<file path="src/rtl/occupancy_counter.sv">
// Parametrised push/pop occupancy counter with full/empty and almost flags,
// sticky overflow/underflow errors, a high-watermark register and saturate/wrap modes.
module occupancy_counter #(
  parameter int DEPTH    = 3,
  parameter int AF_LEVEL = DEPTH - 1,
  parameter int AE_LEVEL = 1,
  parameter bit SATURATE = 1'b1,
  localparam int CW      = $clog2(DEPTH + 1)
) (
  input  logic          clk,
  input  logic          rst,
  input  logic          clr,
  input  logic          err_clr,
  input  logic          push,
  input  logic          pop,
  output logic [CW-1:0] count,
  output logic          empty,
  output logic          full,
  output logic          almost_empty,
  output logic          almost_full,
  output logic          overflow,
  output logic          underflow,
  output logic [CW-1:0] peak,
  output logic [1:0]    dbg_state
);

  typedef enum logic [1:0] {
    S_EMPTY   = 2'd0,
    S_PARTIAL = 2'd1,
    S_FULL    = 2'd2
  } state_t;

  localparam logic [CW-1:0] DEPTH_C = CW'(DEPTH);
  localparam logic [CW-1:0] AF_C    = CW'(AF_LEVEL);
  localparam logic [CW-1:0] AE_C    = CW'(AE_LEVEL);

  state_t          state_q, state_d;
  logic [CW-1:0]   count_q, count_d;
  logic [CW-1:0]   peak_q, peak_d;
  logic            ov_q, ov_d;
  logic            un_q, un_d;
  logic            ae_q, ae_d;
  logic            af_q, af_d;

  always_ff @(posedge clk or negedge rst) begin
    if (!rst) begin
      state_q <= S_EMPTY;
      count_q <= '0;
      peak_q  <= '0;
      ov_q    <= 1'b0;
      un_q    <= 1'b0;
      ae_q    <= 1'b1;
      af_q    <= 1'b0;
    end else begin
      state_q <= state_d;
      count_q <= count_d;
      peak_q  <= peak_d;
      ov_q    <= ov_d;
      un_q    <= un_d;
      ae_q    <= ae_d;
      af_q    <= af_d;
    end
  end

  // Error clear is applied first so that a same-edge error event overrides it.
  always_comb begin
    count_d = count_q;
    peak_d  = peak_q;
    ov_d    = ov_q;
    un_d    = un_q;
    if (err_clr) begin
      ov_d = 1'b0;
      un_d = 1'b0;
    end
    if (clr) begin
      count_d = '0;
      peak_d  = '0;
    end else if (push && pop) begin
      count_d = count_q;
    end else if (push) begin
      if (state_q == S_FULL) begin
        ov_d    = 1'b1;
        count_d = SATURATE ? DEPTH_C : '0;
      end else begin
        count_d = count_q + CW'(1);
      end
    end else if (pop) begin
      if (state_q == S_EMPTY) begin
        un_d    = 1'b1;
        count_d = SATURATE ? '0 : DEPTH_C;
      end else begin
        count_d = count_q - CW'(1);
      end
    end
    if (!clr && (count_d > peak_q)) begin
      peak_d = count_d;
    end
  end

  // State and almost flags follow the next count so they register with it.
  always_comb begin
    state_d = S_PARTIAL;
    if (count_d == '0) begin
      state_d = S_EMPTY;
    end else if (count_d == DEPTH_C) begin
      state_d = S_FULL;
    end
    ae_d = (count_d <= AE_C);
    af_d = (count_d >= AF_C);
  end

  assign count        = count_q;
  assign peak         = peak_q;
  assign empty        = (state_q == S_EMPTY);
  assign full         = (state_q == S_FULL);
  assign almost_empty = ae_q;
  assign almost_full  = af_q;
  assign overflow     = ov_q;
  assign underflow    = un_q;
  assign dbg_state    = state_q;

endmodule

</file>
<file path="config.mk">
export PLATFORM = sky130hd
export DESIGN_NAME = occupancy_counter
export DESIGN_NICKNAME = d
export VERILOG_FILES = /design/src/rtl/occupancy_counter.sv
export SDC_FILE = /design/constraint.sdc
export NUM_CORES = 1
export LEC_CHECK = 0
export CAP_MARGIN = 0
export CORE_MARGIN = 2
export CORE_UTILIZATION = 45
export CTS_BUF_LIST = sky130_fd_sc_hd__clkbuf_16
export CTS_CLUSTER_DIAMETER = 120
export CTS_CLUSTER_SIZE = 10
export DETAILED_ROUTE_END_ITERATION = 10
export PLACE_DENSITY = 0.76
export SLEW_MARGIN = 20
export SYNTH_ARGS = -nofsm -noshare
export SYNTH_HDL_FRONTEND = slang
export SYNTH_SLANG_ARGS = --single-unit
</file>
<file path="constraint.sdc">
create_clock -name clk -period 2.7 [get_ports clk]
set_input_delay 0.54 -clock clk [delete_from_list [all_inputs] [get_ports clk]]
set_output_delay 0.54 -clock clk [all_outputs]
set_load 0.02 [all_outputs]
</file>
==> results of run 1 <==
-- final timing paths --
check	slack (ns)	cells past startpoint	endpoint
worst max-delay path	0.23	10	peak[1]
worst min-delay path	0.50	2	underflow
worst max register to register	0.36	8	peak[1]
worst min register to register	0.50	2	underflow
max in group asynchronous	1.74	1	almost_empty
min in group asynchronous	0.62	1	dbg_state[1]
-- cell families (layout without fill, tap and decap cells) --
group	Yosys count	count (layout)
adder cells (fa/ha/maj)	5	5
flip-flops	10	10
XOR/XNOR	1	1
AND/OR/NAND/NOR	21	21
AO/OA/AOI/OAI	15	15
buffers and inverters	5	35
-- flip-flops by register name, indices dropped and copies added, names as in the netlist --
register and cells:
count 2, almost_full 1, dbg_state 2, underflow 1, peak 2, overflow 1, almost_empty 1
-- power breakdown --
part | switching (W) | total [W] | internal, W
Sequential | 0.0000234 | 0.000196 | 0.000173
Clock | 0.0000653 | 0.000259 | 0.000194
Combinational | 0.000114 | 0.000238 | 0.000124
-- final cells by class --
type                            instances  area share
Clock buffer                            3      0.0784
Clock inverter                          1     0.00392
Timing Repair Buffer                   27       0.259
Sequential cell                        10       0.263
Tap cell                               15      0.0196
Inverter                                4      0.0157
Multi-Input combinational cell         42       0.361
-- routing by layer --
| layer | vias to the layer above | track usage | part of all wire |
|---|---|---|---|
| li1 | 267 | - | - |
| met1 | 255 | 0.258 | 0.43 |
| met2 | 12 | 0.348 | 0.51 |
| met3 | 0 | 0.0543 | 0.056 |
| met4 | 0 | 0.0726 | 0 |
| met5 | - | 0 | 0 |
-- cells in the final DEF (no fill, tap or decap), types with 2 or more instances in the layout --
cell	n
sky130_fd_sc_hd__nand2_1	2
sky130_fd_sc_hd__clkdlybuf4s50_1	16
sky130_fd_sc_hd__nand2b_1	5
sky130_fd_sc_hd__ha_1	5
sky130_fd_sc_hd__inv_1	4
sky130_fd_sc_hd__clkbuf_16	3
sky130_fd_sc_hd__a21oi_1	3
sky130_fd_sc_hd__or2_2	2
sky130_fd_sc_hd__nor2_1	3
sky130_fd_sc_hd__dfrtp_1	9
sky130_fd_sc_hd__buf_4	10
-- critical path: stages --
cell	delay, ns
sky130_fd_sc_hd__clkdlybuf4s50_1	0.46
sky130_fd_sc_hd__buf_4	0.19
sky130_fd_sc_hd__nor3b_1	0.21
sky130_fd_sc_hd__o21ai_1	0.12
sky130_fd_sc_hd__a21o_1	0.19
sky130_fd_sc_hd__ha_1	0.27
sky130_fd_sc_hd__nand2_1	0.08
sky130_fd_sc_hd__o21ai_0	0.11
sky130_fd_sc_hd__a2111o_1	0.35
sky130_fd_sc_hd__a21oi_1	0.12
-- synthesized netlist by cell type, types with 2 or more instances --
master and count:
sky130_fd_sc_hd__a21oi_1 3, sky130_fd_sc_hd__dfrtp_1 9, sky130_fd_sc_hd__ha_1 5, sky130_fd_sc_hd__inv_1 4, sky130_fd_sc_hd__nand2_1 2, sky130_fd_sc_hd__nand2b_1 5
sky130_fd_sc_hd__nor2_1 3, sky130_fd_sc_hd__or2_2 2
-- per-stage QoR --
| step | setup WS [ns] | hold slack, ns | instances | utilization |
|---|---|---|---|---|
| after global routing | 0.0839 | 0.546 | 102 | 0.736 |
| after floorplan | 0.335 | 0.244 | 57 | - |
| after CTS | 0.0708 | 0.503 | 102 | 0.734 |
| after global placement | -0.111 | 0.474 | 98 | 0.673 |
| after detailed placement | -0.175 | 0.477 | 98 | 0.673 |
| final | 0.230 | 0.499 | 102 | 0.736 |
-- what timing repair did --
action | CTS | global route
hold endpoints to repair | 0 | 0
gates resized for setup | 0 | 1
setup endpoints to repair | 0 | 1
==> summary.txt, run 1 <==
Outcome
  – Run status: finished, final reports clean

Logic synthesis
  – Count of warnings emitted by yosys: 0
  – Avg Inst Size Synth: 10.9 sq um
  – Share of synthesized flip-flops with an asynchronous set or reset: 1.00
  – Simple-gate portion of the synthesized area: 0.209
  – Mapped Nets: a little under 70
  – Sequential fraction of the synthesis area: 0.404
  – Gate Count Post-Synth: 57
  – Multiplexer share of the synthesized area: 0
  – Number of synthesized register bits: 10
  – Cell taking the most area after synthesis: sky130_fd_sc_hd__dfrtp_1
  – Area fraction in compound gates after synthesis: 0.231
  – Area share of the largest cell type after synthesis: 0.361
  – Post-Synth XOR/XNOR Area: 0.0141
  – Netlist cell types: 32
  – Combinational family with the most area after synthesis: compound AO/OA/AOI/OAI gates
  – Count of flip-flops with a built-in enable after synthesis: 0
  – Synthesized area: 623 sq um
  – Post-Synth Adder-Cell Area: 0.100
  – Main synth FF type: sky130_fd_sc_hd__dfrtp_1
  – Main area contributors after synthesis: sky130_fd_sc_hd__dfrtp_1, sky130_fd_sc_hd__ha_1, sky130_fd_sc_hd__nand2b_1

STA
  – Number of pins with negative max-slew slack in the final report: 0
  – Maximum clock skew at final layout: ~0.0022 ns
  – F_max: ~0.40 GHz
  – Tightest Pin Transition: about 0.45 ns
  – Final-report hold violation count: 0
  – Final critical-path share of the clock period: 0.915
  – Clock period minus worst slack: 2.47 ns
  – Unrepaired setup endpoints after global routing: false
  – Accumulated negative setup slack: 0 ns
  – Worst slew margin: 0.700
  – Number of endpoints failing setup at the final stage: 0

Power
  – Total power: ~0.00069 W
  – Power density relative to cell area: roughly 720 mW/mm^2
  – Static Leakage: about 0.42 nW
  – Maximum vdd ir drop: around 0.00048 V

Clock tree
  – Clock slew at the register clock pins of the worst setup and hold paths: 0.04 ns
  – Number of clock sinks seen by CTS: 10
  – Clock tree from TritonCTS: yes
  – Count of buffers added by post-CTS timing repair for setup: 0
  – Max Root-Sink Buffers: 2
  – Inserted Clock Buffers: 3
  – Hold-fix buffer count after cts: 0
  – H-tree depth reported by CTS: 1
  – Worst-Skew Late Latency: ~0.23 ns
  – Clock tree root buffer cell: sky130_fd_sc_hd__clkbuf_16

Floorplanning
  – Die Width: around 41 um
  – Effective utilization at floorplan: 0.479
  – CORE AREA: ~0.0013 sq mm
  – Cell Rows: 13
  – Count of pins on the block boundary: 18
  – Full die area: ~0.0017 sq mm
  – Height of the die: ~40 um

Setup path
  – Launch point of the worst path: pop
  – Required time of the critical path: 2.86 ns
  – Class of the most critical setup path: primary input to flop
  – Endpoint type of the worst setup path: flop
  – Worst endpoint data arrival time: 2.63 ns
  – Largest fanout on the critical path: 4
  – R2R Path Start: count[0]
  – Category of the worst setup path launch point: primary input

Detailed routing
  – Total wire length: roughly 1300 um
  – Number of iterations in the first detailed-routing pass: 4
  – Starting DRT DRC Count: 5
  – Antenna-violating nets left: 0
  – DRC violation count after routing: 0
  – Drt wl/cell: around 13 um
  – Post-detailed-route via-to-cell ratio: 5.24
  – Vias: around 530

Job
  – Max-cap violation count: 0

Place
  – Placed cell areas: 876 sq um
  – Port-buffer cells: 17
  – Routability cong.: around 0.75
  – DP HPWL: between 900 and 1000 um

GRT
  – Grt total ovfl: 0
  – Total GRT Usage: 0.208
  – Largest net degree at the start of global routing: 11
  – First-pass GRT wire length: ~2200 um
  – Number of antenna violations at the first check in global routing: 0
  – Vias in the first global route: 493

Final layout
  – Final std cell area, no fill: roughly 960 sq um
  – Fillcell total: just over 90
  – Storage cell area: 251 sq um
  – Area taken by multi-input logic gates: around 350 sq um
  – Ant diodes: 0
  – Layout cell share with drive strength beyond 1: 0.230
  – Net count of the finished layout: 99
  – Layout overhead on the synthesized area: 53.6%

Min path
  – Hold Crit Class: flop to flop
  – Worst hold start: underflow
(Power assumes the default switching activity.)
==> run 2: changes to the inputs <==
--- a/config.mk
+++ b/config.mk
@@ -6,7 +6,6 @@
 export NUM_CORES = 1
 export LEC_CHECK = 0
 export CAP_MARGIN = 0
-export CORE_MARGIN = 2
 export CORE_UTILIZATION = 45
 export CTS_BUF_LIST = sky130_fd_sc_hd__clkbuf_16
 export CTS_CLUSTER_DIAMETER = 120
==> run 2 against run 1 <==
Compared with the run above: critical path type unchanged; via count grew 0.56%; non-clock buffer count shrank 1; register-to-register slack is essentially flat; sequential power is essentially flat; setup slack lost 0.026 ns; final cell count shrank 0.98%; global-route usage grew 1.8 points; combinational power shrank 2%.
==> summary.txt, run 2 (synthesis gave the netlist of run 1 again) <==
Outcome
  – Run status: finished, final reports clean

Power
  – Total power: between 0.0006 and 0.0007 W
  – Net switching power figure: between 0.0002 and 0.00025 W
  – Maximum vdd ir drop: a little under 0.0005 V
  – Power share of the sequential group: 0.283
  – Power density relative to cell area: 729 mW/mm^2
  – Portion of total power attributed to the clock network: 0.380
  – Static Leakage: 0.411 nW
  – Cell-internal power: around 0.00049 W
  – Share of total power consumed by net switching: 0.299
  – Part of the power in combinational logic: 0.337

Setup path
  – Largest fanout on the critical path: 4
  – Required time of the critical path: 2.86 ns
  – Reg-to-reg setup timing slack: 0.36 ns
  – Crit-path slowest cell: sky130_fd_sc_hd__clkdlybuf4s50_1
  – R2r endpoint: peak[1]
  – Cells along the critical path: clkdlybuf4s50_1 > nand2b_1 > buf_4 > nor2_1 > o21ai_1 > a21o_1 > ha_1 > nand2_1 > o21ai_0 > a2111o_1 > a21oi_1
  – Top Family by Delay on Critical Path: compound AO/OA/AOI/OAI gates
  – Crit path largest cell delay: 0.52 ns
  – Endpoint type of the worst setup path: flop
  – Depth of the worst register-to-register path: 8
  – R2R Path Start: count[0]
  – Category of the worst setup path launch point: primary input
  – Worst endpoint data arrival time: ~2.7 ns
  – Class of the most critical setup path: primary input to flop
  – Count of buffer and inverter cells on the critical path: 2

Min path
  – Hold Crit Class: flop to flop
  – Endpoint, Worst Hold: underflow
  – Worst hold start: underflow
  – WHS Path Cells: 2

Place
  – Placed cell areas: 868 sq um
  – Placement-stage worst setup slack: -0.182 ns
  – Routability cong.: about 0.75
  – Number of cells after detailed placement: 97
  – DP HPWL: slightly above 900 um
  – Port-buffer cells: 17

Detailed routing
  – Total wire length: about 1300 um
  – Number of iterations in the first detailed-routing pass: 3
  – Antenna-violating nets left: 0
  – Starting DRT DRC Count: 4
  – Vias: 537
  – DRC violation count after routing: 0
  – Drt wl/cell: 12.9 um
  – Post-detailed-route via-to-cell ratio: 5.32

STA
  – Unrepaired setup endpoints after global routing: false
  – Final critical-path share of the clock period: 0.925
  – Number of pins with negative max-slew slack in the final report: 0
  – Maximum clock skew at final layout: approximately 0.00053 ns
  – Setup slack of the critical path after layout: between 0.2 and 0.25 ns
  – F_max: 0.401 GHz
  – Tightest Pin Transition: around 0.46 ns
  – Worst hold slack across all endpoints: between 0.4 and 0.5 ns
  – Worst slew margin: 0.693
  – Clock period minus worst slack: about 2.5 ns
  – Final-report hold violation count: 0
  – Number of endpoints failing setup at the final stage: 0

Floorplanning
  – Effective utilization at floorplan: 0.479
  – Cell Rows: 13
  – Count of pins on the block boundary: 18
  – CORE AREA: 0.00130 sq mm
  – Height of the die: approximately 39 um
  – Full die area: around 0.0015 sq mm
  – Die Width: around 40 um

GRT
  – Largest net degree at the start of global routing: 11
  – Number of antenna violations at the first check in global routing: 0
  – Vias in the first global route: approximately 520
  – Total GRT Usage: 0.227
  – First-pass GRT wire length: between 2000 and 2500 um
  – Grt total ovfl: 0

Clock tree
  – Clock tree from TritonCTS: yes
  – Inserted Clock Buffers: 3
  – Count of buffers added by post-CTS timing repair for setup: 0
  – Clock slew at the register clock pins of the worst setup and hold paths: 0.04 ns
  – Worst-Skew Late Latency: approximately 0.23 ns
  – Hold-fix buffer count after cts: 0
  – Number of instances resized during post-cts repair: 0
  – H-tree depth reported by CTS: 1
  – Max Root-Sink Buffers: 2
  – Clock tree root buffer cell: sky130_fd_sc_hd__clkbuf_16
  – Number of clock sinks seen by CTS: 10

Job
  – Max-cap violation count: 0

Final layout
  – Layout overhead on the synthesized area: 52.4%
  – Layout cell share with drive strength beyond 1: 0.221
  – Ant diodes: 0
  – Net count of the finished layout: 98
  – Most common cell after layout, fill and taps aside: sky130_fd_sc_hd__clkdlybuf4s50_1
  – Fillcell total: 94
  – Final std cell area, no fill: about 950 sq um
  – Commonest cells after routing, fill and taps aside: sky130_fd_sc_hd__clkdlybuf4s50_1, sky130_fd_sc_hd__dfrtp_1, sky130_fd_sc_hd__buf_4
  – Final non-filler cell total: just over 100
[run 2: metal layers]
| layer | routed length, um | GRT usage | up-vias |
|---|---|---|---|
| met1 | 564 | 0.283 | 254 |
| met2 | 659 | 0.354 | 12 |
| met3 | 57 | 0.0520 | 4 |
| met4 | 23 | 0.129 | 0 |
| met5 | 0 | 0 | - |
| li1 | - | - | 267 |
[run 2: worst max path at each step]
stage / startpoint / endpoint / slack [ns] / depth (start not counted)
3_5_place_dp: push / peak[1] / -0.18 / 9
5_1_grt: pop / peak[1] / 0.08 / 11
6_report: pop / peak[1] / 0.20 / 11
2_1_floorplan: dbg_state[0] / peak[1] / 0.34 / 8
3_3_place_gp: push / peak[1] / -0.14 / 9
4_1_cts: push / peak[1] / 0.04 / 9
[run 2: power groups by stage]
stage	clock network, W	registers [W]	logic (W)
floorplan	0	0.000218	0.000114
global placement	0	0.000196	0.000227
detailed placement	0	0.000197	0.000231
CTS	0.000265	0.000196	0.000236
global route	0.000275	0.000200	0.000256
finish	0.000263	0.000196	0.000233
[run 2: stage by stage]
step                utilization  setup TNS (ns)
finish                    0.730               0
detailed placement        0.667          -0.237
CTS                       0.728               0
global placement          0.667          -0.184
floorplan                     -               0
global route              0.730               0
[run 2: tightest hold or removal path, cell delays in order, from the launching register on]
cell and delay (ns):
sky130_fd_sc_hd__dfrtp_1 0.34, sky130_fd_sc_hd__nand2b_1 0.06, sky130_fd_sc_hd__o41ai_1 0.05
[run 2: area by class of cell]
type	count	area [sq um]	area share
tap	15	18.8	0.0198
inverter	4	15.0	0.0158
sequential	10	251	0.265
timing repair buffer	26	240	0.253
clock buffer	3	75.1	0.0791
clock inverter	1	3.75	0.00395
multi-input combinational	42	345	0.364
==> run 3: changes to the inputs <==
--- a/config.mk
+++ b/config.mk
@@ -11,6 +11,7 @@
 export CTS_CLUSTER_DIAMETER = 120
 export CTS_CLUSTER_SIZE = 10
 export DETAILED_ROUTE_END_ITERATION = 10
+export GPL_TIMING_DRIVEN = 0
 export PLACE_DENSITY = 0.76
 export SLEW_MARGIN = 20
 export SYNTH_ARGS = -nofsm -noshare
==> run 3 against run 2 <==
Compared with the run above: clock power barely moved; combinational power fell by 4%; setup slack improved by 0.048 ns; sequential power fell by 2%; hold slack improved by 0.0011 ns; die area did not move; sequential cell count did not move; final cell count fell by 6.9%; via count fell by 6.9%; critical endpoint unchanged; largest cell class unchanged; highest routed layer is now met3.
==> summary.txt, run 3 (synthesis gave the netlist of run 1 again) <==
Outcome
  – Run status: finished, final reports clean

Floorplanning
  – Die Width: approximately 39 um
  – Count of pins on the block boundary: 18
  – Height of the die: roughly 40 um
  – CORE AREA: approximately 0.0013 sq mm
  – Full die area: between 0.0015 and 0.002 sq mm
  – Cell Rows: 13
  – Effective utilization at floorplan: 0.479

GRT
  – Total GRT Usage: 0.213
  – Vias in the first global route: between 400 and 500
  – Number of antenna violations at the first check in global routing: 0
  – Largest net degree at the start of global routing: 11
  – Grt total ovfl: 0
  – First-pass GRT wire length: 2050 um

STA
  – Number of pins with negative max-slew slack in the final report: 0
  – Accumulated negative setup slack: 0 ns
  – Worst slew margin: 0.695
  – Maximum clock skew at final layout: 0.00625 ns
  – F_max: just over 0.4 GHz
  – Unrepaired setup endpoints after global routing: false
  – Tightest Pin Transition: 0.457 ns
  – Clock period minus worst slack: approximately 2.4 ns
  – Final critical-path share of the clock period: 0.907
  – Number of endpoints failing setup at the final stage: 0
  – Worst hold slack across all endpoints: between 0.4 and 0.5 ns
  – Final-report hold violation count: 0

Min path
  – Hold Crit Class: flop to flop

Detailed routing
  – DRC violation count after routing: 0
  – Number of iterations in the first detailed-routing pass: 4
  – Starting DRT DRC Count: 6
  – Drt wl/cell: 13.6 um
  – Post-detailed-route via-to-cell ratio: 5.32
  – Total wire length: 1280 um
  – Antenna-violating nets left: 0
  – Vias: 500

Power
  – Power density relative to cell area: 752 mW/mm^2
  – Static Leakage: approximately 0.39 nW
  – Maximum vdd ir drop: between 0.0006 and 0.0007 V
  – Total power: a little under 0.0007 W

Setup path
  – Largest fanout on the critical path: 7
  – Category of the worst setup path launch point: primary input
  – Class of the most critical setup path: primary input to flop
  – Endpoint type of the worst setup path: flop
  – Worst endpoint data arrival time: approximately 2.6 ns
  – Required time of the critical path: around 2.9 ns

Clock tree
  – Inserted Clock Buffers: 3
  – H-tree depth reported by CTS: 1
  – Clock tree root buffer cell: sky130_fd_sc_hd__clkbuf_16
  – Clock slew at the register clock pins of the worst setup and hold paths: approximately 0.040 ns
  – Hold-fix buffer count after cts: 0
  – Worst-Skew Late Latency: around 0.24 ns
  – Number of clock sinks seen by CTS: 10
  – Clock tree from TritonCTS: yes
  – Max Root-Sink Buffers: 2

Final layout
  – Final std cell area, no fill: 900 sq um
  – Final core utilization: 0.691
  – Commonest cells after routing, fill and taps aside: sky130_fd_sc_hd__clkdlybuf4s50_1, sky130_fd_sc_hd__dfrtp_1, sky130_fd_sc_hd__inv_1, sky130_fd_sc_hd__nand2b_1, sky130_fd_sc_hd__ha_1
  – Most common cell after layout, fill and taps aside: sky130_fd_sc_hd__clkdlybuf4s50_1
  – Ant diodes: 0
  – Net count of the finished layout: between 90 and 100
  – Layout overhead on the synthesized area: 44.4%
  – Fillcell total: 90
  – Layout cell share with drive strength beyond 1: 0.152

Job
  – Max-cap violation count: 0

Place
  – Port-buffer cells: 17
  – Placed cell areas: slightly above 800 sq um
  – Routability cong.: 0.706
  – DP HPWL: between 900 and 1000 um
run 3: path summary, 6_finish.rpt:
| path | from | endpoint | slack (ns) | cells after the start |
|---|---|---|---|---|
| max in group asynchronous | rst | almost_empty | 1.73 | 1 |
| worst max-delay path | pop | peak[1] | 0.25 | 10 |
| worst min register to register | underflow | underflow | 0.49 | 2 |
| min in group asynchronous | rst | count[1] | 0.62 | 1 |
| worst min-delay path | underflow | underflow | 0.49 | 2 |
| worst max register to register | count[0] | peak[1] | 0.35 | 9 |
run 3: stage by stage:
stage               std cells  setup slack [ns]
floorplan                  57             0.335
global placement           89            -0.373
detailed placement         89            -0.413
CTS                        94            0.0127
global route               94            0.0692
finish                     94             0.252
run 3: layout make-up:
| cell class | instances | area [sq um] | area share |
|---|---|---|---|
| multi-input cells | 42 | 345 | 0.384 |
| flip-flops and latches | 10 | 251 | 0.280 |
| repair buffers | 18 | 179 | 0.199 |
| clock buffers | 3 | 75.1 | 0.0834 |
| well taps | 15 | 18.8 | 0.0209 |
| inverters | 4 | 15.0 | 0.0167 |
| plain buffers | 1 | 11.3 | 0.0125 |
| clock inverters | 1 | 3.75 | 0.00417 |
run 3: per-layer routing:
metal / track usage / vias to the layer above / share of wire
met2: 0.342 / 11 / 0.54
met3: 0.0925 / 0 / 0.050
met4: 0.103 / 0 / 0
met5: 0 / - / 0
li1: - / 251 / -
met1: 0.237 / 238 / 0.41
run 3: critical path, stage by stage:
cell,delay [ns]
sky130_fd_sc_hd__dlygate4sd2_1,0.41
sky130_fd_sc_hd__nand2b_1,0.20
sky130_fd_sc_hd__a21oi_1,0.07
sky130_fd_sc_hd__a31oi_1,0.28
sky130_fd_sc_hd__a21o_1,0.20
sky130_fd_sc_hd__ha_1,0.23
sky130_fd_sc_hd__nand2_1,0.08
sky130_fd_sc_hd__o21ai_0,0.12
sky130_fd_sc_hd__a2111o_1,0.36
sky130_fd_sc_hd__a21oi_1,0.12
run 3: power breakdown:
part / internal [W] / switching, W / total (W)
Clock: 0.000194 / 0.0000666 / 0.000260
Combinational: 0.000109 / 0.000115 / 0.000224
Sequential: 0.000173 / 0.0000195 / 0.000192
Total: 0.000475 / 0.000201 / 0.000676
run 3: timing repair:
item | CTS | global route
setup endpoints to repair | 2 | 2
resized for setup | 1 | 1
buffers inserted | 1 | 0
pin swaps | 1 | 0
